`src/rtl/mul_16bits_seq_pkg.sv`:
```
// Shared widths and FSM encodings for the sequential shift-and-add multiplier.
package mul_16bits_seq_pkg;

  localparam int MUL_W   = 16;
  localparam int PROD_W  = 32;
  localparam int COUNT_W = 4;

  localparam logic [1:0] S_IDLE = 2'd0;
  localparam logic [1:0] S_RUN  = 2'd1;
  localparam logic [1:0] S_DONE = 2'd2;

endpackage

```
`src/rtl/mul_16bits_seq_adder.sv`:
```
// 16-bit adder used as the multiplier's partial-product datapath.
// cout_1 is the carry into the MSB, useful for signed overflow detection.
module full_adder_16bits (
  input  logic [15:0] a,
  input  logic [15:0] b,
  input  logic        cin,
  output logic [15:0] s,
  output logic        cout,
  output logic        cout_1
);

  logic carry14;

  assign {carry14, s[14:0]} = {1'b0, a[14:0]} + {1'b0, b[14:0]} + {15'd0, cin};
  assign {cout, s[15]}      = {1'b0, a[15]} + {1'b0, b[15]} + {1'b0, carry14};
  assign cout_1             = carry14;

endmodule

```
`src/rtl/mul_16bits_seq.sv`:
```
// Sequential unsigned multiplier: one add-and-shift per clock, start/busy/done
// handshake, registered product held until the next completion or reset.
module mul_16bits_seq
  import mul_16bits_seq_pkg::*;
#(
  parameter int WIDTH = MUL_W
) (
  input  logic               clk,
  input  logic               rst,
  input  logic               start,
  input  logic [WIDTH-1:0]   a,
  input  logic [WIDTH-1:0]   b,
  output logic               busy,
  output logic               done,
  output logic [2*WIDTH-1:0] p
);

  logic [1:0]         state;
  logic [WIDTH-1:0]   hi;
  logic [WIDTH-1:0]   lo;
  logic [WIDTH-1:0]   mcand;
  logic [WIDTH-1:0]   addend;
  logic [WIDTH-1:0]   sum;
  logic               carry;
  logic [COUNT_W-1:0] count;

  assign addend = lo[0] ? mcand : '0;

  full_adder_16bits u_adder (
    .a      (hi),
    .b      (addend),
    .cin    (1'b0),
    .s      (sum),
    .cout   (carry),
    .cout_1 ()
  );

  // The 33-bit {carry,sum,lo} shift keeps the adder carry in hi's MSB.
  always_ff @(posedge clk) begin
    if (rst) begin
      state <= S_IDLE;
      hi    <= '0;
      lo    <= '0;
      mcand <= '0;
      count <= '0;
      p     <= '0;
    end else begin
      case (state)
        S_IDLE, S_DONE: begin
          if (start) begin
            state <= S_RUN;
            mcand <= a;
            lo    <= b;
            hi    <= '0;
            count <= '0;
          end else begin
            state <= S_IDLE;
          end
        end
        S_RUN: begin
          hi    <= {carry, sum[WIDTH-1:1]};
          lo    <= {sum[0], lo[WIDTH-1:1]};
          count <= count + COUNT_W'(1);
          if (count == COUNT_W'(WIDTH - 1)) begin
            state <= S_DONE;
            p     <= {carry, sum, lo[WIDTH-1:1]};
          end
        end
        default: state <= S_IDLE;
      endcase
    end
  end

  assign busy = (state == S_RUN);
  assign done = (state == S_DONE);

endmodule

```
`config.mk`:
```
export PLATFORM = sky130hd
export DESIGN_NAME = mul_16bits_seq
export DESIGN_NICKNAME = d
export VERILOG_FILES = /design/src/rtl/mul_16bits_seq_pkg.sv /design/src/rtl/mul_16bits_seq_adder.sv /design/src/rtl/mul_16bits_seq.sv
export SDC_FILE = /design/constraint.sdc
export NUM_CORES = 1
export LEC_CHECK = 0
export BUFFER_PORTS_ARGS = -buffer_cell sky130_fd_sc_hd__buf_4
export CAP_MARGIN = 20
export CORE_UTILIZATION = 57
export DETAILED_ROUTE_END_ITERATION = 7
export PLACE_DENSITY = 0.92
export SLEW_MARGIN = 10
export SYNTH_ARGS = -nofsm -noshare
export SYNTH_HDL_FRONTEND = slang
export SYNTH_SLANG_ARGS = --single-unit
```
`constraint.sdc`:
```
create_clock -name clk -period 4.28 [get_ports clk]
set_input_delay 0.856 -clock clk [delete_from_list [all_inputs] [get_ports clk]]
set_output_delay 0.856 -clock clk [all_outputs]
set_load 0.005 [all_outputs]
```
==> results_dict.tcl, run 1 <==
set metrics [dict create \
    nets 584 \
    critPathRequiredTime_ns 4.57 \
    violations "design-rule violations" \
    postCtsSetupBuffers 0 \
    critPathKind "reg -> reg" \
    globalplace.congestion 0.8570 \
    portBuffers 68 \
    start_kind "flop" \
    slew_viol_final 0 \
    ir_worst_vdd_uv 169.3 \
    die_x_um 84.90 \
    yosysWarnings 0 \
    clock_skew_ns 0.01360 \
    synth_ff_type "dfxtp_1" \
    syn_area_um2 3918 \
    powerDensity_nw_per_um2 326.1 \
    first_pass_iters 8 \
    tns_ns 0 \
    synth_top_family_by_area "simple AND/OR/NAND/NOR gates" \
    muxShareOfSynthArea_pct 0 \
    synth_adder_area_share_pct 6.132 \
    synth_cell_types 41 \
    tightest_slew_ns 0.9629 \
    grt_pass1_wl_um 15570 \
    crit_chain "and2_1 -> ha_1 -> a21o_1 -> and4_2 -> o21ai_0 -> nand3_1 -> a21o_1 -> a21oi_1 -> fa_1 -> nor2_1 -> a21oi_1 -> nor2_1" \
    hold_viol_final 0 \
    cts_sinks 86 \
    cts.path.max_buffers 2 \
    fin_crit_sh_pct 76.03 \
    io_pins 69 \
    cap_violations 0 \
    syn_nets 534 \
    grt_setup_unrepaired "false" \
    cp.arrival_ns 3.55 \
    via_per_inst 5.852 \
    track_usage_pct 27.05 \
    cts-hold-fix-buffers 0 \
    yosys.area_share.simple_pct 24.34 \
    syn_to_final_growth_pct 17.76 \
    syn_area_per_cell_um2 8.145 \
    start_util_pct 60.32 \
    core_area_um2 6495 \
    cts_buffers 9 \
    max_freq_ghz 0.3073 \
    clock_insertion_delay_worst_skew_ns 0.36 \
    fin_crit_ns 3.254 \
    htreeDepth 3 \
    ys_async_sr_fraction_pct 0 \
    antenna_left 0 \
    drc 5 \
    rows 29 \
    synth_seq_cells 86 \
    setup_viol 0 \
    drt_wl_total_um 9456 \
    via_count 3587 \
    worst_path_max_delay_cell "dfxtp_1" \
    drt-initial-drc-count 268 \
    grt_start_max_net_pins 100 \
    ctsResizeCount 0 \
    dp_slack_ns 1.180 \
    drive_gt1_share_pct 17.72 \
    grt_pass1_vias 3288 \
    cpPeakStageDelay_ns 0.64 \
    cts-root-buf "clkbuf_8" \
    layout_setup_ws_ns 1.026 \
    cts_tree "done" \
    path_clk_slew_ns 0.09 \
    nFillCells 514 \
    leakagePower_nw 1.891 \
    synth_xor_area_share_pct 1.789 \
    fp.dieArea_um2 7208 \
    hp-class "reg -> reg" \
    yosysSeqAreaShare_pct 43.95 \
    antenna_found_initial 0 \
    wl_per_cell_um 15.43 \
    overflow 0 \
    cp_max_fo 17 \
    relSlewSlack_pct 35.81 \
    synth_compound_area_share_pct 20.25 \
    dp.final_hpwl_um 6061 \
    status "finished, violations left" \
    dieHeight_um 84.90 \
    endpoint_kind "flop" \
    synth-edff-count 0 \
    syn_inst 481 \
    num_antenna_cells 0 \
]
==> worst paths after layout <==
path                                start  slack (ns)   endpoint  cells after the start
worst max-delay path                lo[0]        1.03     hi[14]                     12
worst min-delay path            mcand[10]        0.46  mcand[10]                      2
worst max register to register      lo[0]        1.03     hi[14]                     12
worst min register to register  mcand[10]        0.46  mcand[10]                      2
==> registers in the layout (all words and copies together) (netlist names) <==
name   count
mcand     16
p         32
lo        16
hi        16
state      2
count      4
==> kinds of logic after synthesis <==
group,Yosys count
adder cells (fa/ha/maj),18
AND/OR/NAND/NOR,206
AO/OA/AOI/OAI,128
XOR/XNOR,8
flip-flops,86
buffers and inverters,35
==> synthesized netlist by cell type, drive strengths merged, types with 3 or more instances <==
library cell  number  share of area [%]
nand4b             3               0.67
a21o               5               0.96
nand2b             5               0.80
clkbuf            25                2.4
nand3             11                1.4
nor2b              3               0.48
nor4b              6                1.3
nor2              32                3.1
ha                16                5.1
dfxtp             86                 44
nor3               8                1.0
a21oi             73                9.3
nand3b             3               0.57
a211o              4               0.89
o21ai              7               0.89
nand2            107                 10
and3               4               0.67
o311ai             4               0.89
a211oi             4               0.77
nand4              4               0.64
and2              15                2.4
buf                8               0.96
xnor2              6                1.3
a22oi             24                4.6
==> power breakdown <==
group / internal [mW] / total (mW) / switching, mW / leakage [nW]
clock network: 0.232 / 0.536 / 0.304 / 0.0866
logic: 0.0497 / 0.128 / 0.0785 / 1.11
registers: 0.822 / 0.840 / 0.0181 / 0.698
==> area by class of cell <==
type	instances	area (um^2)	share of cell area [%]
clock inverter	5	41.29	0.8950
multi-input combinational	360	2064	44.75
timing repair buffer	72	540.5	11.72
clock buffer	11	141.4	3.065
sequential	86	1722	37.32
inverter	2	7.507	0.1627
tap	77	96.34	2.088
==> routing by layer <==
metal	global-route usage, %	vias to the layer above	share of wire, %
met3	3.307	15	5.3
met2	43.53	112	48
met1	37.34	1684	45
li1	-	1776	-
met5	0	-	0
met4	10.63	0	1.7
==> through the flow <==
stage | cell area, um^2 | instances | power (mW) | hold slack [ns] | utilization (%)
after floorplan | 3918 | 481 | 0.9339 | 0.4317 | -
after global placement | 4431 | 597 | 0.9798 | 0.4427 | 68.21
after detailed placement | 4431 | 597 | 0.9850 | 0.4467 | 68.21
after CTS | 4613 | 613 | 1.506 | 0.4591 | 71.03
after global routing | 4613 | 613 | 1.559 | 0.4769 | 71.03
final | 4613 | 613 | 1.505 | 0.4551 | 71.03
==> cell usage in the layout, fill, tap and decap left out, types with 8 or more instances in the layout <==
cell type  count
clkbuf_8      10
buf_4         72
nand2_1      107
nor2_1        30
nand3_1       11
and2_1        15
ha_1          16
a22oi_1       24
a21oi_1       73
dfxtp_1       86
nor3_1         8
==> critical path: cells and delay by family, from the launching register on <==
family,cells,cell delay (ns)
fa+ha+maj,2,0.72
flops,1,0.64
simple gates,5,0.95
compound gates,5,0.86
Power figures use the tool's default switching activity.
==> inputs of run 2 (changes only) <==
--- a/config.mk
+++ b/config.mk
@@ -5,11 +5,12 @@
 export SDC_FILE = /design/constraint.sdc
 export NUM_CORES = 1
 export LEC_CHECK = 0
+export ABC_AREA = 1
 export BUFFER_PORTS_ARGS = -buffer_cell sky130_fd_sc_hd__buf_4
 export CAP_MARGIN = 20
-export CORE_UTILIZATION = 57
+export CORE_UTILIZATION = 56
 export DETAILED_ROUTE_END_ITERATION = 7
-export PLACE_DENSITY = 0.92
+export PLACE_DENSITY = 0.9
 export SLEW_MARGIN = 10
 export SYNTH_ARGS = -nofsm -noshare
 export SYNTH_HDL_FRONTEND = slang
==> constraint.sdc (replaced) <==
create_clock -name clk -period 3.1 [get_ports clk]
set_input_delay 0.62 -clock clk [delete_from_list [all_inputs] [get_ports clk]]
set_output_delay 0.62 -clock clk [all_outputs]
set_load 0.005 [all_outputs]
==> results_dict.tcl, run 2 <==
set metrics [dict create \
    cts_buffers 9 \
    r2r_slack_ns 0.44 \
    place_area_um2 4770 \
    relSlewSlack_pct 54.96 \
    crit_cells 12 \
    cts-root-buf "clkbuf_8" \
    max_freq_ghz 0.3755 \
    synth_area_leaders "dfxtp_1 (41%), nand2_1 (12%), nor2_1 (9.3%)" \
    hold_path_depth 2 \
    use_met3_pct 6.279 \
    nets 711 \
    cts_tree "done" \
    start_util_pct 58.17 \
    cts_sinks 86 \
    postCtsSetupBuffers 0 \
    mostFrequentLayoutCells "nand2_1 (132), nor2_1 (105), dfxtp_1 (85)" \
    globalplace.congestion 0.8538 \
    syn_to_final_growth_pct 16.99 \
    hold_viol_final 0 \
    endpoint_kind "flop" \
    drt_wl_total_um 10220 \
    htreeDepth 3 \
    grt_setup_unrepaired "false" \
    ys_async_sr_fraction_pct 0 \
    synth-edff-count 0 \
    slew_viol_final 0 \
    start_kind "flop" \
    cp.buffers_inverters 1 \
    use_met2_pct 51.54 \
    cp.arrival_ns 2.94 \
    via_per_inst 5.142 \
    synth_cell_types 30 \
    synth_top_area_cell "dfxtp_1" \
    syn_inst 601 \
    synth_ff_type "dfxtp_1" \
    pwr-share-comb_pct 10.1 \
    io_pins 69 \
    cpPeakStageDelay_ns 0.54 \
    fin_crit_sh_pct 85.91 \
    die_x_um 89.03 \
    critical-path-top-delay-family "simple AND/OR/NAND/NOR gates" \
    postLayoutCoreUtil_pct 68.05 \
    via_count 3918 \
    nFillCells 636 \
    rows 31 \
    dieHeight_um 89.03 \
    tns_ns 0 \
    busiest_layer "met2" \
    fin_area_um2 4962 \
    grt_pass1_wl_um 16960 \
    register_area_um2 1723 \
    clkPwrFrac_pct 35.4 \
    dp.final_hpwl_um 7407 \
    cp_max_fo 17 \
    drc 0 \
    p_seq_share_pct 54.5 \
    yosysMostFrequentCell "nand2_1" \
    worst_path_max_delay_cell "dfxtp_2" \
    yosysWarnings 0 \
    grt_start_max_net_pins 38 \
    mostFrequentLayoutCell "nand2_1" \
    critPathRequiredTime_ns 3.37 \
    synth_seq_cells 86 \
    critPathKind "reg -> reg" \
    netlist.area_leader.share_pct 40.59 \
    ir_worst_vdd_uv 323.6 \
    ys_top_cells_by_count "nand2_1 (132), nor2_1 (105), dfxtp_1 (86), inv_1 (84), nand3_1 (34)" \
    cap_violations 0 \
    crit_end "hi[14]" \
    status "completed" \
    crit_chain "nand2_1 -> inv_1 -> ha_1 -> nand2_1 -> a21oi_1 -> nand3_1 -> nand3_1 -> nand2_1 -> o311a_1 -> fa_1 -> or2_2 -> a21oi_1" \
    swShare_pct 26.81 \
    antenna_left 0 \
    overflow 0 \
    hp-class "reg -> reg" \
    setup_viol 0 \
    num_antenna_cells 0 \
    clock_skew_ns 0.01080 \
    wl_per_cell_um 13.41 \
    drive_gt1_share_pct 16.89 \
    multi_input_area_um2 2053 \
    reg2reg_from "lo[0]" \
    path_clk_slew_ns 0.09 \
    cts.path.max_buffers 2 \
    cp_common_cell "nand2_1" \
    syn_area_per_cell_um2 7.058 \
    first_pass_iters 5 \
    syn_nets 654 \
    fp.dieArea_um2 7926 \
    reg2reg_to "hi[14]" \
    clock_insertion_delay_worst_skew_ns 0.35 \
    syn_area_um2 4242 \
    core_area_um2 7292 \
    yosysSeqAreaShare_pct 40.59 \
    power_switching_mw 0.5748 \
    largest_reg_flops 32 \
    reg2reg_depth 12 \
    total_power_mw 2.144 \
    crit_path_start "lo[0]" \
    p_int_mw 1.569 \
    powerDensity_nw_per_um2 432.1 \
    portBuffers 68 \
    use_met1_pct 32.38 \
    antenna_found_initial 0 \
    tightest_slew_ns 0.6746 \
    leakagePower_nw 2.506 \
    grt_pass1_vias 3829 \
    track_usage_pct 27.97 \
    drt-initial-drc-count 225 \
    regMostFlops "p" \
    fin_crit_ns 2.663 \
]
==> run 2: changes by cell type after synthesis, moves of 12 or more <==
cell / delta
nor2_1: +73
a21oi_1: -46
clkbuf_1: -12
and2_1: -15
nand2_1: +25
nand3_1: +23
inv_1: +83
a22oi_1: -24
o21ai_0: +25
==> run 2: worst register-to-register path, stage by stage, from the launching register on <==
cell	delay, ns
dfxtp_2	0.54
nand2_1	0.11
inv_1	0.06
ha_1	0.18
nand2_1	0.08
a21oi_1	0.27
nand3_1	0.14
nand3_1	0.11
nand2_1	0.05
o311a_1	0.12
fa_1	0.48
or2_2	0.31
a21oi_1	0.14
==> run 2: worst min path at each step <==
| stage | from | end |
|---|---|---|
| 6_report | hi[2] | hi[2] |
| 5_1_grt | hi[9] | hi[9] |
| 4_1_cts | hi[2] | hi[2] |
| 3_5_place_dp | count[3] | count[3] |
| 3_3_place_gp | count[3] | count[3] |
| 2_1_floorplan | count[3] | count[3] |
==> run 2: final cells by class <==
class                   instances  area share [%]
repair buffers                 71           10.74
flip-flops and latches         86           34.72
multi-input cells             400           41.38
clock inverters                 5          0.8069
inverters                      90           6.808
well taps                      99           2.496
clock buffers                  11           3.051
==> run 2: per-layer routing <==
| metal | share of wire (%) | wire (um) |
|---|---|---|
| met1 | 43 | 4379 |
| met2 | 51 | 5185 |
| met3 | 5.0 | 511 |
| met4 | 1.4 | 146 |
| met5 | 0 | 0 |
==> run 2: kinds of logic (layout without fill, tap and decap cells) <==
group	Yosys count	after routing	synth area share (%)
buf+inv	115	177	11.00
compound gates	90	90	13.86
simple gates	285	285	27.43
xor+xnor	7	7	1.445
flops	86	86	40.59
fa+ha+maj	18	18	5.664
==> run 2: stage by stage <==
step | setup WS, ns | std cells | hold slack, ns
finish | 0.4367 | 762 | 0.4794
global route | 0.1388 | 762 | 0.5014
CTS | 0.2064 | 762 | 0.4799
detailed placement | 0.2388 | 746 | 0.4614
global placement | 0.3558 | 746 | 0.4569
floorplan | 0.3678 | 601 | 0.4362
==> run 2: power groups by stage <==
stage | Sequential (mW) | Clock [mW] | Combinational [mW]
final | 1.17 | 0.759 | 0.216
after detailed placement | 1.19 | 0 | 0.215
after floorplan | 1.18 | 0 | 0.154
after global placement | 1.19 | 0 | 0.206
after global routing | 1.17 | 0.822 | 0.241
after CTS | 1.17 | 0.772 | 0.216
==> run 2: repair_timing <==
action,in CTS,in global routing
endpoints found under the setup margin,0,1
gates resized for setup,0,1
hold buffers,0,0
